--- src/rtl/ysyx_24100005_lsu.sv ---
`default_nettype none
// ============================================================================
//  Module   : ysyx_24100005_lsu
//  Purpose  : Multi-cycle load/store unit between the NPC execute stage and
//             the data-memory bus. Handles byte-lane placement, write-mask
//             generation, load extraction with sign/zero extension and a
//             bus response timeout.
//  Revision : 1.0 - initial release
// ----------------------------------------------------------------------------
//  Parameters
//    DATA_W       datapath width, 32 or 64
//    ADDR_W       byte address width
//    TIMEOUT_CYC  max cycles waiting for a bus response (0 = no timeout)
//  Build option
//    LSU_MISALIGN_TRAP_EN  when defined, misaligned accesses are rejected
//                          with rsp_err and never reach the bus
//  Ports
//    clk, rst                       clock / async active-high reset
//    req_valid/ready/wen/funct3/addr/wdata   core request channel
//    rsp_valid/ready/rdata/err              core response channel
//    mem_req_valid/ready/wen/addr/wdata/wmask  bus request channel
//    mem_rsp_valid/rdata                    bus response channel
// ============================================================================
module ysyx_24100005_lsu #(
    parameter int DATA_W      = 32,
    parameter int ADDR_W      = 32,
    parameter int TIMEOUT_CYC = 255
) (
    input  logic                  clk,
    input  logic                  rst,
    input  logic                  req_valid,
    output logic                  req_ready,
    input  logic                  req_wen,
    input  logic [2:0]            req_funct3,
    input  logic [ADDR_W-1:0]     req_addr,
    input  logic [DATA_W-1:0]     req_wdata,
    output logic                  rsp_valid,
    input  logic                  rsp_ready,
    output logic [DATA_W-1:0]     rsp_rdata,
    output logic                  rsp_err,
    output logic                  mem_req_valid,
    input  logic                  mem_req_ready,
    output logic                  mem_req_wen,
    output logic [ADDR_W-1:0]     mem_req_addr,
    output logic [DATA_W-1:0]     mem_req_wdata,
    output logic [DATA_W/8-1:0]   mem_req_wmask,
    input  logic                  mem_rsp_valid,
    input  logic [DATA_W-1:0]     mem_rsp_rdata
);

    localparam int c_NB         = DATA_W / 8;
    localparam int c_OFF_W      = $clog2(c_NB);
    localparam int c_SH_W       = c_OFF_W + 3;
    localparam bit c_IS64       = (DATA_W == 64);
    localparam bit c_TIMEOUT_EN = (TIMEOUT_CYC != 0);
    localparam int c_TO_LAST    = (TIMEOUT_CYC == 0) ? 0 : TIMEOUT_CYC - 1;
    localparam int c_CNT_W      = (c_TO_LAST < 2) ? 1 : $clog2(c_TO_LAST + 1);

    typedef enum logic [1:0] {
        S_IDLE  = 2'd0,
        S_ISSUE = 2'd1,
        S_WAIT  = 2'd2,
        S_RESP  = 2'd3
    } state_t;

    state_t              r_state;
    state_t              w_state_nxt;

    logic                r_wen;
    logic [2:0]          r_funct3;
    logic [ADDR_W-1:0]   r_addr;
    logic [DATA_W-1:0]   r_wdata;
    logic [c_CNT_W-1:0]  r_cnt;
    logic [DATA_W-1:0]   r_rdata;
    logic                r_err;

    logic                w_f3_legal;
    logic                w_legal;
    logic                w_timeout;
    logic [c_OFF_W-1:0]  w_off;
    logic [c_SH_W-1:0]   w_shamt;
    logic [c_NB-1:0]     w_base_mask;
    logic [DATA_W-1:0]   w_ld_sh;
    logic [DATA_W-1:0]   w_ld_ext;

    // ------------------------------------------------------------------
    // Request legality, evaluated on the incoming request so the decision
    // is taken on the same edge that captures it.
    // ------------------------------------------------------------------
    always_comb begin
        w_f3_legal = 1'b0;
        if (req_wen) begin
            case (req_funct3)
                3'b000, 3'b001, 3'b010: w_f3_legal = 1'b1;
                3'b011:                 w_f3_legal = c_IS64;
                default:                w_f3_legal = 1'b0;
            endcase
        end else begin
            case (req_funct3)
                3'b000, 3'b001, 3'b010,
                3'b100, 3'b101:         w_f3_legal = 1'b1;
                3'b011, 3'b110:         w_f3_legal = c_IS64;
                default:                w_f3_legal = 1'b0;
            endcase
        end
    end

`ifdef LSU_MISALIGN_TRAP_EN
    // funct3[1:0] encodes log2 of the access size for every legal code
    // (lbu/lhu/lwu share the size bits of lb/lh/lw).
    logic [2:0] w_size_mask;
    logic [2:0] w_req_off;
    logic       w_misaligned;

    always_comb begin
        w_size_mask = 3'b000;
        case (req_funct3[1:0])
            2'd0:    w_size_mask = 3'b000;
            2'd1:    w_size_mask = 3'b001;
            2'd2:    w_size_mask = 3'b011;
            default: w_size_mask = 3'b111;
        endcase
    end

    assign w_req_off    = 3'(req_addr[c_OFF_W-1:0]);
    assign w_misaligned = |(w_req_off & w_size_mask);
    assign w_legal      = w_f3_legal & ~w_misaligned;
`else
    assign w_legal      = w_f3_legal;
`endif

    // ------------------------------------------------------------------
    // Byte-lane placement for stores; shifts discard lanes beyond NB.
    // ------------------------------------------------------------------
    assign w_off   = r_addr[c_OFF_W-1:0];
    assign w_shamt = {w_off, 3'b000};

    always_comb begin
        w_base_mask = '0;
        case (r_funct3[1:0])
            2'd0:    w_base_mask = c_NB'(8'h01);
            2'd1:    w_base_mask = c_NB'(8'h03);
            2'd2:    w_base_mask = c_NB'(8'h0F);
            default: w_base_mask = c_NB'(8'hFF);
        endcase
    end

    // ------------------------------------------------------------------
    // Load extraction: bring the addressed lane down to bit 0, then extend.
    // ------------------------------------------------------------------
    assign w_ld_sh = mem_rsp_rdata >> w_shamt;

    generate
        if (c_IS64) begin : g_ext64
            always_comb begin
                w_ld_ext = '0;
                case (r_funct3)
                    3'b000:  w_ld_ext = {{56{w_ld_sh[7]}},  w_ld_sh[7:0]};
                    3'b001:  w_ld_ext = {{48{w_ld_sh[15]}}, w_ld_sh[15:0]};
                    3'b010:  w_ld_ext = {{32{w_ld_sh[31]}}, w_ld_sh[31:0]};
                    3'b011:  w_ld_ext = w_ld_sh;
                    3'b100:  w_ld_ext = {56'd0, w_ld_sh[7:0]};
                    3'b101:  w_ld_ext = {48'd0, w_ld_sh[15:0]};
                    3'b110:  w_ld_ext = {32'd0, w_ld_sh[31:0]};
                    default: w_ld_ext = '0;
                endcase
            end
        end else begin : g_ext32
            always_comb begin
                w_ld_ext = '0;
                case (r_funct3)
                    3'b000:  w_ld_ext = {{24{w_ld_sh[7]}},  w_ld_sh[7:0]};
                    3'b001:  w_ld_ext = {{16{w_ld_sh[15]}}, w_ld_sh[15:0]};
                    3'b010:  w_ld_ext = w_ld_sh;
                    3'b100:  w_ld_ext = {24'd0, w_ld_sh[7:0]};
                    3'b101:  w_ld_ext = {16'd0, w_ld_sh[15:0]};
                    default: w_ld_ext = '0;
                endcase
            end
        end
    endgenerate

    assign w_timeout = c_TIMEOUT_EN && (r_cnt == c_CNT_W'(c_TO_LAST));

    // ------------------------------------------------------------------
    // FSM
    // ------------------------------------------------------------------
    always_ff @(posedge clk or posedge rst) begin
        if (rst) begin
            r_state <= S_IDLE;
        end else begin
            r_state <= w_state_nxt;
        end
    end

    always_comb begin
        w_state_nxt = r_state;
        case (r_state)
            S_IDLE: begin
                if (req_valid) begin
                    w_state_nxt = w_legal ? S_ISSUE : S_RESP;
                end
            end
            S_ISSUE: begin
                if (mem_req_ready) begin
                    w_state_nxt = S_WAIT;
                end
            end
            S_WAIT: begin
                // A response arriving on the timeout cycle still wins,
                // both lead to RESP and the datapath picks the response.
                if (mem_rsp_valid || w_timeout) begin
                    w_state_nxt = S_RESP;
                end
            end
            S_RESP: begin
                if (rsp_ready) begin
                    w_state_nxt = S_IDLE;
                end
            end
            default: w_state_nxt = S_IDLE;
        endcase
    end

    // ------------------------------------------------------------------
    // Request capture, timeout counter and response registers
    // ------------------------------------------------------------------
    always_ff @(posedge clk or posedge rst) begin
        if (rst) begin
            r_wen    <= 1'b0;
            r_funct3 <= 3'd0;
            r_addr   <= '0;
            r_wdata  <= '0;
            r_cnt    <= '0;
            r_rdata  <= '0;
            r_err    <= 1'b0;
        end else begin
            case (r_state)
                S_IDLE: begin
                    if (req_valid) begin
                        r_wen    <= req_wen;
                        r_funct3 <= req_funct3;
                        r_addr   <= req_addr;
                        r_wdata  <= req_wdata;
                        r_rdata  <= '0;
                        r_err    <= ~w_legal;
                    end
                end
                S_ISSUE: begin
                    if (mem_req_ready) begin
                        r_cnt <= '0;
                    end
                end
                S_WAIT: begin
                    if (mem_rsp_valid) begin
                        r_rdata <= r_wen ? '0 : w_ld_ext;
                        r_err   <= 1'b0;
                    end else if (w_timeout) begin
                        r_rdata <= '0;
                        r_err   <= 1'b1;
                    end else if (c_TIMEOUT_EN) begin
                        r_cnt <= r_cnt + c_CNT_W'(1);
                    end
                end
                default: begin
                end
            endcase
        end
    end

    // ------------------------------------------------------------------
    // Outputs: bus fields only carry the request while in ISSUE and the
    // response fields only while in RESP, so idle outputs read as zero.
    // ------------------------------------------------------------------
    assign req_ready     = (r_state == S_IDLE);
    assign mem_req_valid = (r_state == S_ISSUE);
    assign mem_req_wen   = mem_req_valid & r_wen;
    assign mem_req_addr  = mem_req_valid ? {r_addr[ADDR_W-1:c_OFF_W], {c_OFF_W{1'b0}}} : '0;
    assign mem_req_wdata = (mem_req_valid && r_wen) ? (r_wdata << w_shamt) : '0;
    assign mem_req_wmask = (mem_req_valid && r_wen) ? (w_base_mask << w_off) : '0;
    assign rsp_valid     = (r_state == S_RESP);
    assign rsp_rdata     = rsp_valid ? r_rdata : '0;
    assign rsp_err       = rsp_valid & r_err;

endmodule
`default_nettype wire

--- config.mk ---
export PLATFORM = sky130hd
export DESIGN_NAME = ysyx_24100005_lsu
export DESIGN_NICKNAME = d
export VERILOG_FILES = /design/src/rtl/ysyx_24100005_lsu.sv
export SDC_FILE = /design/constraint.sdc
export NUM_CORES = 1
export LEC_CHECK = 0
export CAP_MARGIN = 10
export CORE_MARGIN = 4
export CORE_UTILIZATION = 45
export CTS_CLUSTER_DIAMETER = 80
export DETAILED_ROUTE_END_ITERATION = 8
export GPL_TIMING_DRIVEN = 0
export PLACE_DENSITY = 0.8
export RECOVER_POWER = 100
export SETUP_SLACK_MARGIN = 0.05
export SYNTH_ARGS = -nofsm -noshare
export SYNTH_HDL_FRONTEND = slang
export SYNTH_SLANG_ARGS = --single-unit
--- constraint.sdc ---
create_clock -name clk -period 4.5 [get_ports clk]
set_input_delay 0.9 -clock clk [delete_from_list [all_inputs] [get_ports clk]]
set_output_delay 0.9 -clock clk [all_outputs]
set_load 0.01 [all_outputs]
==> impl_metrics.yaml, run 1 <==
die:
  design.die.area_sq_mm: 0.01534
  rows: 42
  io_pins: 211
  start_util: 0.4578
  core_sq_mm: 0.01319
  die_x_microns: 123.8
  dieHeight_microns: 123.8
final_layout:
  final_common_cell: "clkdlybuf4s50_1"
  syn2layout_area_growth_pct: 43.85
  layout-drive-gt1-share: 0.1320
  diodes: 0
  layout_common_cells: "clkdlybuf4s50_1, dfrtp_1, mux2_2"
  fin_area_sq_mm: 0.008686
  nets: 911
worst_hold_path:
  worstHoldStart: "r_rdata[8]$_DFFE_PP0P_"
  hold-path-endpoint: "r_rdata[8]$_DFFE_PP0P_"
  min_path_type: "reg2reg"
  min_path_cells: 1
place:
  dpl.hpwl_microns: 14120
  portBuffers: 208
  preCtsSetupSlack_ns: 0.8348
  gp_congestion: 0.9296
  dpl_cell_area_sq_mm: 0.008374
critical_path:
  critical_path_peak_fanout: 10
  crit_arrival_ns: 3.28
  required_ns: 3.60
  cp-end-kind: "primary output"
  r2r_start: "r_state[0]$_DFFE_PP0P_"
  timing.rr.end: "r_addr[18]$_DFFE_PP0P_"
  worst-setup-path-type: "reg2out"
  reg2reg_depth: 6
  start_kind: "register"
  rrSetupSlack_ns: 1.90
detailed_routing:
  antenna_left: 0
  drc_errors: 0
  routed_via_density: 5.495
  drt-initial-drc-count: 387
  routedWlPerCell_microns: 19.07
  wl_microns: 18670
  firstDrtPassIters: 5
  dr_total_vias: 5380
synth:
  ys_ff_latch: 111
  yosysSeqAreaShare: 0.4600
  synth-edff-count: 0
  async_flop_share: 1.000
  yosysWarnings: 0
  avgSynthCellArea_sq_um: 10.45
  syn_area_sq_mm: 0.006038
  synthCells: 578
  synth_ff_type: "dfrtp_1"
  netlist-cell-type-count: 50
timing:
  tns_ns: 0
  hold_viol: 0
  period_needed_ns: 4.179
  rsz0062_at_grt: "no"
  whs_ns: 0.4853
  fin_crit_sh: 0.9287
  setup_viol: 0
  clock.fmax_mhz: 239.3
  worst_pin_slew_ns: 2.496
  drv_slew: 54
  fin_skew_ns: 0.007372
  setup_ws_ns: 0.3209
  relSlewSlack: -0.6734
cts:
  clkTransAtPathRegs_ns: 0.07
  htreeDepth: 3
  root_buffer: "clkbuf_16"
  ctsHoldBuffers: 0
  clk_path_buf_depth: 2
  cts_tree: "done"
  cts_resized: 0
  cts.sinks: 111
  cts_buffers: 9
  clk_latency_ns: 0.35
  post_cts_buffers: 0
grt:
  grt_pass1_vias: 5655
  antenna_found_initial: 0
  track_usage: 0.2404
  grt_max_degree: 59
  grt_pass1_wl_microns: 28650
  grt_overflow_total: 0
pwr:
  vdd_drop_max_mv: 0.3131
  power_per_cell_area_mw_per_mm2: 602.6
  p_leak_nw: 3.891
run_status:
  status: "finished, violations left"
  violations: "capacitance limit, slew limit"
flow_run:
  cap_violations: 1
-- critical path, cell delays in order (launching register included) --
cell and delay (ns):
dfrtp_1 0.38, buf_2 0.24, clkbuf_1 0.48, clkbuf_1 0.64, mux2i_1 0.27, nor2_1 0.05
a21oi_1 0.17, nor2_1 0.06, dlygate4sd3_1 0.62
-- registers in the layout (all words and copies together), names as in the netlist --
signal,flops
r_addr,32
r_rdata,32
r_wdata,32
r_cnt,8
r_funct3,3
r_state,2
r_err,1
r_wen,1
-- metrics by stage --
step | total power [mW] | util | cells
after floorplan | 3.365 | - | 579
after global placement | 4.296 | 0.6326 | 963
after global routing | 5.561 | 0.6585 | 979
after detailed placement | 4.413 | 0.6349 | 964
final | 5.234 | 0.6585 | 979
after CTS | 5.306 | 0.6600 | 979
-- report_power, final --
part	internal [mW]	switching (mW)	total (mW)
Clock	0.530	0.359	0.889
Sequential	1.46	0.291	1.75
Combinational	1.25	1.35	2.59
Total	3.24	2.00	5.23
-- synthesized netlist by cell type, drive strengths merged, types with 6 or more instances --
cell,count,area share
a211o,15,0.022
a211oi,19,0.026
a21oi,25,0.021
a22oi,6,0.0075
a32o,7,0.012
and2,72,0.075
buf,26,0.022
clkbuf,14,0.0087
dfrtp,111,0.46
ha,6,0.012
inv,8,0.0050
mux2,70,0.13
mux2i,34,0.056
nand2,36,0.022
nand3,6,0.0050
nor2,55,0.034
nor2b,18,0.019
o211ai,10,0.012
o21ai,9,0.0075
-- layout make-up --
class	instances	area, sq um
inverter	8	31.28
timing repair buffer	209	2110
clock buffer	12	266.5
sequential	111	2778
buffer	40	177.7
tap	176	220.2
multi-input combinational	420	3038
clock inverter	3	65.06
fill	1035	4504
-- cells by family (layout without fill, tap and decap cells) --
group / after synthesis / after routing / synth area share
AND/OR/NAND/NOR: 202 / 202 / 0.1726
flip-flops: 111 / 111 / 0.4600
AO/OA/AOI/OAI: 105 / 105 / 0.1305
multiplexers: 104 / 104 / 0.1869
buffers and inverters: 48 / 272 / 0.03543
adder cells (fa/ha/maj): 6 / 6 / 0.01243
other: 1 / 2 / 0.0006210
XOR/XNOR: 1 / 1 / 0.001451
-- how the worst max path moves through the flow --
stage	from	to	slack (ns)
3_3_place_gp	rst	r_rdata[27]$_DFFE_PP0P_	-0.90
3_5_place_dp	r_state[1]$_DFFE_PP0P_	mem_req_wdata[5]	0.83
2_1_floorplan	rst	r_addr[0]$_DFFE_PP0P_	0.67
6_report	r_addr[0]$_DFFE_PP0P_	mem_req_wdata[19]	0.32
5_1_grt	r_addr[0]$_DFFE_PP0P_	mem_req_wdata[19]	0.17
4_1_cts	r_state[1]$_DFFE_PP0P_	mem_req_wdata[5]	0.45
-- metal layers --
layer / wire length, microns / track usage / part of all wire
met3: 1495 / 0.05631 / 0.080
met1: 7393 / 0.2909 / 0.40
met5: 0 / 0 / 0
met2: 9125 / 0.4086 / 0.49
met4: 657 / 0.1059 / 0.035
Note: power is estimated with default switching activity, not from simulation.
==> run 2: changes to the inputs <==
- DONT_BUFFER_PORTS: not set -> 1
- PLACE_DENSITY: 0.8 -> not set
==> impl_metrics.yaml, run 2 (same netlist as run 1, synthesis figures left out) <==
pwr:
  power_per_cell_area_mw_per_mm2: 721.3
  vdd_drop_max_mv: 0.3149
  finalPower_mw: 4.725
  p_leak_nw: 2.873
flow_run:
  cap_violations: 1
timing:
  setup_viol: 0
  drv_slew: 53
  tns_ns: 0
  clock.fmax_mhz: 254.9
  fin_crit_sh: 0.8716
  relSlewSlack: -0.5871
  worst_pin_slew_ns: 2.368
  rsz0062_at_grt: "no"
  fin_skew_ns: 0.005529
  hold_viol: 0
  period_needed_ns: 3.922
final_layout:
  syn2layout_area_growth_pct: 8.496
  final_common_cell: "dfrtp_1"
  layout-drive-gt1-share: 0.1711
  layout_common_cells: "dfrtp_1, and2_0, mux2_2"
  largest_registers: "r_addr (32), r_rdata (32), r_wdata (32)"
  n_fill_cell: 1264
  finish.utilization: 0.4967
  nets: 703
die:
  rows: 42
  start_util: 0.4578
  dieHeight_microns: 123.8
  core_sq_mm: 0.01319
  design.die.area_sq_mm: 0.01534
  die_x_microns: 123.8
  io_pins: 211
worst_hold_path:
  worstHoldStart: "r_rdata[13]$_DFFE_PP0P_"
  min_path_type: "reg2reg"
critical_path:
  crit_arrival_ns: 3.02
  critical-path-max-stage-delay_ns: 0.63
  slowest_stage: "clkbuf_1"
  crit_chain: "clkbuf_1, clkbuf_1, clkbuf_1, mux2i_1, a211oi_1"
  startpoint: "r_addr[0]$_DFFE_PP0P_"
  start_kind: "register"
  required_ns: 3.60
  r2r_start: "r_state[0]$_DFFE_PP0P_"
  cp-end-kind: "primary output"
  critical_path_peak_fanout: 10
  cp_common_cell: "clkbuf_1"
  worst-setup-path-type: "reg2out"
cts:
  root_buffer: "clkbuf_16"
  post_cts_buffers: 0
  cts_tree: "done"
  clk_path_buf_depth: 2
  htreeDepth: 3
  clkTransAtPathRegs_ns: 0.07
  cts.sinks: 111
  ctsHoldBuffers: 0
  cts_resized: 0
  clk_latency_ns: 0.35
  cts_buffers: 9
grt:
  antenna_found_initial: 2
  grt_overflow_total: 0
  grt_pass1_wl_microns: 25370
  grt_pass1_vias: 4605
  track_usage: 0.2183
  grt_max_degree: 61
detailed_routing:
  dr_total_vias: 4464
  wl_microns: 16660
  drc_errors: 0
  drt-initial-drc-count: 199
  antenna_left: 0
  routed_via_density: 5.775
  firstDrtPassIters: 4
  routedWlPerCell_microns: 21.55
place:
  dpl.hpwl_microns: 12600
  portBuffers: 0
  gp_congestion: 0.8116
run_status:
  violations: "capacitance limit, slew limit"
  status: "finished, violations left"
## run 2: path summary, 6_finish.rpt
path                                      endpoint  slack, ns  cells after the start
min                        r_rdata[13]$_DFFE_PP0P_       0.49                      1
min reg2reg                r_rdata[13]$_DFFE_PP0P_       0.49                      1
max reg2reg                r_rdata[31]$_DFFE_PP0P_       1.77                      8
max in group asynchronous  r_wdata[16]$_DFFE_PP0P_       1.16                      2
max                              mem_req_wdata[31]       0.58                      5
min in group asynchronous   r_addr[15]$_DFFE_PP0P_       1.06                      1
## run 2: worst max-delay path, delay by kind of cell (launching register included)
family                 cells  cell delay (ns)
AO/OA/AOI/OAI              1             0.50
multiplexers               1             0.20
flip-flops                 1             0.39
buffers and inverters      3             1.57
## run 2: layer usage
layer / vias up / global-route usage / wire (microns) / share of wire
met3: 22 / 0.07629 / 1530 / 0.092
met4: 4 / 0.07612 / 259 / 0.016
met5: - / 0 / 21 / 0.0013
met2: 156 / 0.3542 / 8030 / 0.48
met1: 2211 / 0.2707 / 6813 / 0.41
li1: 2071 / - / - / -
## run 2: final cells by class
cell class                      count  area (sq um)  area share
Clock inverter                      7         100.1     0.01528
Inverter                            8         31.28    0.004775
Antenna cell                        1         2.502   0.0003820
Clock buffer                        9         225.2     0.03438
Sequential cell                   111          2778      0.4240
Buffer                             40         165.2     0.02521
Timing Repair Buffer                1         5.005   0.0007639
Tap cell                          176         220.2     0.03361
Multi-Input combinational cell    420          3024      0.4616
## run 2: metrics by stage
| stage | hold slack (ns) | cell area (sq um) | setup slack (ns) | instances |
|---|---|---|---|---|
| floorplan | 0.4503 | 6042 | 0.6693 | 579 |
| global placement | 0.4599 | 6262 | -0.5647 | 755 |
| detailed placement | 0.4713 | 6292 | 1.019 | 756 |
| CTS | 0.4874 | 6618 | 0.6269 | 772 |
| global route | 0.5025 | 6549 | 0.4021 | 772 |
| finish | 0.4881 | 6551 | 0.5776 | 773 |
## run 2: where the power goes
| group | leakage [nW] | internal (mW) | total, mW | switching (mW) |
|---|---|---|---|---|
| Combinational | 1.32 | 0.854 | 2.10 | 1.24 |
| Sequential | 1.39 | 1.46 | 1.75 | 0.287 |
| Clock | 0.161 | 0.495 | 0.880 | 0.385 |
| Total | 2.87 | 2.81 | 4.73 | 1.92 |
==> run 3: changes to the inputs <==
- DONT_BUFFER_PORTS: 1 -> not set
- PLACE_DENSITY: not set -> 0.8
==> results of run 3 <==
No change in the layout: final DEF, timing and power equal those of run 1.
